==> config.mk <==
export PLATFORM = sky130hd
export DESIGN_NAME = dense2_bias_seq_ctrl_flat
export DESIGN_NICKNAME = d
export VERILOG_FILES = /design/src/rtl/dense2_pkg.sv /design/src/rtl/dense2_bias_seq_ctrl_if.sv /design/src/rtl/dense_requant_sat.sv /design/src/rtl/dense2_bias_seq_ctrl.sv /design/src/flat_wrapper.sv
export SDC_FILE = /design/constraint.sdc
export NUM_CORES = 1
export LEC_CHECK = 0
export CAP_MARGIN = 10
export CORE_MARGIN = 5
export CORE_UTILIZATION = 54
export DETAILED_ROUTE_END_ITERATION = 10
export PLACE_DENSITY = 0.81
export SLEW_MARGIN = 30
export SYNTH_ARGS = -nofsm -noshare
export SYNTH_HDL_FRONTEND = slang
export SYNTH_SLANG_ARGS = --single-unit
==> constraint.sdc <==
create_clock -name clk -period 3.2 [get_ports clk]
set_clock_uncertainty 0.1 [all_clocks]
set_input_delay 0.32 -clock clk [delete_from_list [all_inputs] [get_ports clk]]
set_output_delay 0.32 -clock clk [all_outputs]
set_load 0.05 [all_outputs]
==> src/rtl/dense2_pkg.sv <==
// Shared constants and FSM state type for the Dense-2 (128->9) output stage.
// Latency: n/a (declarations only).
// Backpressure: n/a.
package dense2_pkg;

  localparam int NUM_OUT = 9;   // output neurons per inference, bias ROM depth
  localparam int ADDR_W  = 4;   // bias ROM / neuron index width
  localparam int ACC_W   = 24;  // signed MAC accumulator width
  localparam int BIAS_W  = 8;   // signed bias width

  localparam logic signed [7:0] INT8_MIN = 8'sh80;
  localparam logic signed [7:0] INT8_MAX = 8'sh7f;

  typedef enum logic [2:0] {
    IDLE,
    WAIT_ACC,
    CALC,
    OUT,
    FIN
  } state_t;

endpackage

==> src/rtl/dense2_bias_seq_ctrl_if.sv <==
// Accumulator-in and requantized-out streams of the Dense-2 sequencer.
// Latency: n/a (wiring only).
// Backpressure: valid/ready on both streams.
// master = controller side (drives acc_ready and the out_* stream),
// slave  = surrounding logic (MAC engine and downstream consumer).
interface dense2_bias_seq_ctrl_if;
  import dense2_pkg::*;

  logic                     acc_valid;
  logic                     acc_ready;
  logic signed [ACC_W-1:0]  acc_data;

  logic                     out_valid;
  logic                     out_ready;
  logic signed [7:0]        out_data;
  logic [ADDR_W-1:0]        out_idx;
  logic                     out_last;

  modport master (
    input  acc_valid, acc_data, out_ready,
    output acc_ready, out_valid, out_data, out_idx, out_last
  );

  modport slave (
    output acc_valid, acc_data, out_ready,
    input  acc_ready, out_valid, out_data, out_idx, out_last
  );

endinterface

==> src/rtl/dense_requant_sat.sv <==
// Round-half-up arithmetic right shift by OUT_SHIFT, then saturate to int8.
// Latency: combinational.
// Backpressure: none (pure function of sum_in).
// Ports: sum_in (signed IN_W) -> sat_out (signed int8).
module dense_requant_sat
  import dense2_pkg::*;
#(
  parameter int IN_W      = 30,
  parameter int OUT_SHIFT = 6
) (
  input  logic signed [IN_W-1:0] sum_in,
  output logic signed [7:0]      sat_out
);

  localparam logic signed [IN_W:0] SAT_HI = (IN_W+1)'(INT8_MAX);
  localparam logic signed [IN_W:0] SAT_LO = (IN_W+1)'(INT8_MIN);

  // One guard bit so the rounding add can never wrap.
  logic signed [IN_W:0] ext;
  logic signed [IN_W:0] shr;

  assign ext = (IN_W+1)'(sum_in);

  generate
    if (OUT_SHIFT > 0) begin : g_round
      localparam logic signed [IN_W:0] HALF = (IN_W+1)'(1) <<< (OUT_SHIFT - 1);
      assign shr = (ext + HALF) >>> OUT_SHIFT;
    end else begin : g_pass
      assign shr = ext;
    end
  endgenerate

  always_comb begin
    if (shr > SAT_HI) begin
      sat_out = INT8_MAX;
    end else if (shr < SAT_LO) begin
      sat_out = INT8_MIN;
    end else begin
      sat_out = shr[7:0];
    end
  end

endmodule

==> src/rtl/dense2_bias_seq_ctrl.sv <==
// Dense-2 output sequencer: acc + scaled bias, requantize to int8, stream out, track argmax class.
// Latency: acc handshake at cycle N -> out_valid at N+2; one neuron per >=3 cycles.
// Backpressure: acc_ready only in WAIT_ACC; out_* held stable while out_ready is low.
// Ports: clk/rst_n, start/busy/done control, bias_addr/bias_data to the external bias ROM,
//        class_id/class_valid result, io = acc input and int8 output streams.
module dense2_bias_seq_ctrl
  import dense2_pkg::*;
#(
  parameter int BIAS_SHIFT = 4,
  parameter int OUT_SHIFT  = 6
) (
  input  logic                     clk,
  input  logic                     rst_n,
  input  logic                     start,
  output logic                     busy,
  output logic                     done,
  output logic [ADDR_W-1:0]        bias_addr,
  input  logic signed [BIAS_W-1:0] bias_data,
  output logic [ADDR_W-1:0]        class_id,
  output logic                     class_valid,
  dense2_bias_seq_ctrl_if.master   io
);

  localparam int                SUM_W    = ACC_W + BIAS_SHIFT + 2;
  localparam logic [ADDR_W-1:0] LAST_IDX = ADDR_W'(NUM_OUT - 1);

  state_t                   state;
  state_t                   state_nxt;
  logic [ADDR_W-1:0]        idx;
  logic signed [7:0]        max_q;
  logic signed [7:0]        out_q;
  logic [ADDR_W-1:0]        out_idx_q;
  logic                     out_last_q;
  logic signed [SUM_W-1:0]  sum_q;
  logic signed [SUM_W-1:0]  sum_nxt;
  logic signed [7:0]        sat;

  // Bias is sign-extended before the shift so negative biases scale correctly.
  assign sum_nxt = SUM_W'(io.acc_data) + (SUM_W'(bias_data) <<< BIAS_SHIFT);

  dense_requant_sat #(
    .IN_W      (SUM_W),
    .OUT_SHIFT (OUT_SHIFT)
  ) u_requant (
    .sum_in  (sum_q),
    .sat_out (sat)
  );

  always_ff @(posedge clk or negedge rst_n) begin
    if (!rst_n) begin
      state <= IDLE;
    end else begin
      state <= state_nxt;
    end
  end

  always_comb begin
    state_nxt    = state;
    busy         = (state != IDLE);
    done         = (state == FIN);
    class_valid  = (state == FIN);
    io.acc_ready = (state == WAIT_ACC);
    io.out_valid = (state == OUT);
    case (state)
      IDLE:     if (start) state_nxt = WAIT_ACC;
      WAIT_ACC: if (io.acc_valid) state_nxt = CALC;
      CALC:     state_nxt = OUT;
      OUT:      if (io.out_ready) state_nxt = (idx == LAST_IDX) ? FIN : WAIT_ACC;
      FIN:      state_nxt = IDLE;
      default:  state_nxt = IDLE;
    endcase
  end

  always_ff @(posedge clk or negedge rst_n) begin
    if (!rst_n) begin
      idx        <= '0;
      max_q      <= INT8_MIN;
      class_id   <= '0;
      sum_q      <= '0;
      out_q      <= '0;
      out_idx_q  <= '0;
      out_last_q <= 1'b0;
    end else begin
      case (state)
        IDLE: begin
          if (start) begin
            idx      <= '0;
            max_q    <= INT8_MIN;
            class_id <= '0;
          end
        end
        WAIT_ACC: begin
          if (io.acc_valid) sum_q <= sum_nxt;
        end
        CALC: begin
          out_q      <= sat;
          out_idx_q  <= idx;
          out_last_q <= (idx == LAST_IDX);
        end
        OUT: begin
          if (io.out_ready) begin
            // Strict compare: on a tie the earlier (lower) neuron keeps the class.
            if (out_q > max_q) begin
              max_q    <= out_q;
              class_id <= idx;
            end
            if (idx != LAST_IDX) idx <= idx + ADDR_W'(1);
          end
        end
        default: ;
      endcase
    end
  end

  assign bias_addr   = idx;
  assign io.out_data = out_q;
  assign io.out_idx  = out_idx_q;
  assign io.out_last = out_last_q & (state == OUT);

endmodule

==> src/flat_wrapper.sv <==
// flat-port wrapper written by rule: the top's interface ports become plain ports
module dense2_bias_seq_ctrl_flat import dense2_pkg::*;
#(
  parameter int BIAS_SHIFT = 4,
  parameter int OUT_SHIFT  = 6
)
  (clk, rst_n, start, busy, done, bias_addr, bias_data, class_id, class_valid, io_acc_valid, io_acc_data, io_out_ready, io_acc_ready, io_out_valid, io_out_data, io_out_idx, io_out_last);
  dense2_bias_seq_ctrl_if io_i ();
  input  logic clk;
  input  logic rst_n;
  input  logic start;
  output logic busy;
  output logic done;
  output logic [ADDR_W-1:0] bias_addr;
  input  logic signed [BIAS_W-1:0] bias_data;
  output logic [ADDR_W-1:0] class_id;
  output logic class_valid;
  input wire logic [$bits(io_i.acc_valid)-1:0] io_acc_valid;
  input wire logic [$bits(io_i.acc_data)-1:0] io_acc_data;
  input wire logic [$bits(io_i.out_ready)-1:0] io_out_ready;
  output wire logic [$bits(io_i.acc_ready)-1:0] io_acc_ready;
  output wire logic [$bits(io_i.out_valid)-1:0] io_out_valid;
  output wire logic [$bits(io_i.out_data)-1:0] io_out_data;
  output wire logic [$bits(io_i.out_idx)-1:0] io_out_idx;
  output wire logic [$bits(io_i.out_last)-1:0] io_out_last;
  assign io_i.acc_valid = io_acc_valid;
  assign io_i.acc_data = io_acc_data;
  assign io_i.out_ready = io_out_ready;
  assign io_acc_ready = io_i.acc_ready;
  assign io_out_valid = io_i.out_valid;
  assign io_out_data = io_i.out_data;
  assign io_out_idx = io_i.out_idx;
  assign io_out_last = io_i.out_last;
  dense2_bias_seq_ctrl #(.BIAS_SHIFT(BIAS_SHIFT), .OUT_SHIFT(OUT_SHIFT)) u_core (.clk(clk), .rst_n(rst_n), .start(start), .busy(busy), .done(done), .bias_addr(bias_addr), .bias_data(bias_data), .class_id(class_id), .class_valid(class_valid), .io(io_i));
endmodule
==> flow_metrics.py <==
metrics = {
    "global_routing": {
        "antenna_found_initial": 0,
        "grt_max_degree": 53,
        "grt_overflow": 0,
        "grt_first_pass_wirelength_um": 12800,
        "grt_usage": 0.174,
        "grt_pass1_vias": 3054,
    },
    "timing": {
        "rsz0062_at_grt": "no",
        "worst_pin_slew_ps": 640,
        "hold_slack_ps": 380,
        "timing.final.crit_share": 0.852,
        "setup-violations-final": 0,
        "fmax_mhz": 367,
        "hold_viol": 0,
        "slew_headroom": 0.573,
        "timing.final.crit_period_ps": 2730,
        "fin_setup_tns_ps": 0,
        "slew_viol_final": 0,
    },
    "logic_synthesis": {
        "synthArstFlopShare": 1.00,
        "synth_seq_cells": 52,
        "synth_nets": 489,
        "yosys.area_share.simple": 0.208,
        "avgSynthCellArea_um2": 8.89,
        "synth-xor-area-share": 0.0655,
        "synth_area_leaders": "dfrtp_1 34%, ha_1 10%, nand2_1 7.0%",
        "ys.flop_type": "dfrtp_1",
        "synth_edf_count": 0,
        "netlist_area_um2": 3740,
        "synth_compound_area_frac": 0.187,
        "synth_adder_area_share": 0.106,
        "yosysSeqAreaShare": 0.348,
        "synth_top_area_frac": 0.341,
        "synthMuxAreaShare": 0.0408,
        "yosysWarnings": 0,
        "postSynthCellCount": 421,
        "yosysUniqueCellTypes": 62,
        "synth_top_family_by_area": "simple AND/OR/NAND/NOR gates",
        "yosysTopAreaCell": "dfrtp_1",
    },
    "die": {
        "row_count": 30,
        "die_area_um2": 8700,
        "die_w_um": 93.3,
        "fp.coreArea_um2": 6760,
        "start_util": 0.554,
        "die_h_um": 93.3,
        "io_pins": 63,
    },
    "critical_path": {
        "cp.required_ps": 3320,
        "critical_path_class": "input pin to register",
        "path_max_fanout": 6,
        "crit_arrival_ps": 2850,
        "cp_num_buf_inv": 2,
        "worst_setup_path_start_kind": "input pin",
        "worst_path_largest_cell_delay_ps": 600,
        "path_cells": "clkdlybuf4s50_1, ha_1, a21oi_1, inv_1, o311a_1, o21ai_2, o21ai_2, a2111oi_2, a2bb2oi_1",
        "crit_family": "compound AO/OA/AOI/OAI gates",
        "critical_path.slowest_cell": "clkdlybuf4s50_1",
        "path_common_cell": "o21ai_2",
        "end_kind": "register",
    },
    "clocking": {
        "cts_sinks": 52,
        "cts_buffer_depth": 2,
        "cts_tree": "yes",
        "clk_pin_slew_ps": 90,
        "cts_root_buf": "clkbuf_8",
        "cts_max_level": 2,
        "clk_latency_ps": 290,
        "numCtsBuffers": 5,
        "post_cts_buffers": 0,
    },
    "routing": {
        "drt_iter0_markers": 103,
        "drc": 0,
        "drt-pass1-iter-count": 4,
        "postRouteAntennaNets": 0,
        "finalWirelength_um": 7380,
        "wl_per_cell_um": 13.2,
        "vias": 3118,
        "routed_via_density": 5.58,
    },
    "layout": {
        "final_cell_mix": "70 x nand2_1, 57 x clkdlybuf4s50_1, 51 x dfrtp_1",
        "layout.nets": 546,
        "final_common_cell": "nand2_1",
        "fin_cells": 559,
        "diodes": 0,
        "area_delta_synth_final_pct": 20.5,
        "layout-drive-gt1-share": 0.0856,
    },
    "outcome": {
        "status": "finished, final reports clean",
    },
    "power_and_ir_drop": {
        "p_total_mw": 3.88,
        "power.leakage_nw": 2.02,
        "pwr_density_cell_nw_per_um2": 861,
        "peakVddDrop_uv": 283,
    },
    "place": {
        "io_buffers": 58,
        "globalplace.congestion": 0.874,
        "hpwl_um": 5860,
        "place_inst": 550,
    },
    "hold_path": {
        "hp-class": "register to register",
    },
    "flow_run": {
        "maxCapViolCount": 0,
    },
}
-- synth_stat cells (all sizes together), types with 7 or more instances --
master,number
xnor2,17
nand4,10
nor2,23
mux2,7
inv,25
o21ai,36
ha,30
nand2,71
clkbuf,10
a21oi,29
xor2,11
dfrtp,51
mux2i,7
nand3,13
-- metrics by stage --
| step | worst slack [ps] | util | area, um2 |
|---|---|---|---|
| 6_report | 474 | 0.667 | 4510 |
| 5_1_grt | 267 | 0.667 | 4510 |
| 4_1_cts | 443 | 0.667 | 4510 |
| 3_5_place_dp | 138 | 0.650 | 4390 |
| 3_3_place_gp | 227 | 0.649 | 4390 |
| 2_1_floorplan | 452 | - | 3740 |
-- worst paths after layout --
kind                                              startpoint                               end  slack (ps)  cells past startpoint
min in group asynchronous                              rst_n       u_core.max_q[1]$_DFFE_PN0P_         470                      2
min reg2reg                 u_core.io.out_idx[1]$_DFFE_PN0P_  u_core.io.out_idx[1]$_DFFE_PN0P_         380                      2
max                                             bias_data[7]      u_core.sum_q[24]$_DFFE_PN0P_         470                      9
max reg2reg                u_core.io.out_data[1]$_DFFE_PN0P_       u_core.max_q[5]$_DFFE_PN0P_         520                      9
min                         u_core.io.out_idx[1]$_DFFE_PN0P_  u_core.io.out_idx[1]$_DFFE_PN0P_         380                      2
max in group asynchronous                              rst_n  u_core.io.out_idx[3]$_DFFE_PN0P_        2080                      2
-- timing repair --
item | CTS | global route
gates resized for setup | 0 | 0
endpoints found under the hold margin | 51 | 0
hold buffers | 1 | 0
-- kinds of logic after synthesis --
| logic type | after synthesis |
|---|---|
| DFF | 52 |
| and+or+nand+nor | 151 |
| buffers and inverters | 40 |
| AOI/OAI and AO/OA | 105 |
| muxes | 14 |
| adders and majority gates | 31 |
| xor gates and xnor gates | 28 |
-- worst reg2reg max path, delay by kind of cell, from the launching register on --
family / cells / cell delay [ps]
AOI/OAI and AO/OA: 6 / 1200
adders and majority gates: 1 / 310
DFF: 1 / 420
muxes: 1 / 390
and+or+nand+nor: 1 / 130
-- final cells by class --
class / count / area (um2)
Sequential cell: 52 / 1300
Tap cell: 80 / 100
Timing Repair Buffer: 65 / 633
Multi-Input combinational cell: 329 / 2270
Inverter: 25 / 93.8
Clock buffer: 6 / 72.6
Fill cell: 563 / 2250
Clock inverter: 2 / 35.0
-- report_power, final --
| group | switching, mW | total [mW] | internal, mW |
|---|---|---|---|
| sequential | 0.360 | 1.32 | 0.964 |
| combinational | 1.25 | 2.13 | 0.878 |
| clock | 0.201 | 0.433 | 0.232 |
-- metal layers --
metal,wire length [um],track usage,share of wire,vias up
met5,0,0,0,-
met4,72,0.0354,0.0098,0
met3,241,0.0257,0.033,8
met2,3700,0.325,0.50,52
met1,3360,0.210,0.46,1455
li1,-,-,-,1603
-- state kept, by name, summed over array words and instances (netlist names) --
signal,cells
u_core.bias_addr,4
u_core.class_id,4
u_core.io.out_data,8
u_core.io.out_idx,4
u_core.max_q,8
u_core.out_last_q,1
u_core.state,3
u_core.sum_q,20
Note: power is estimated with default switching activity, not from simulation.
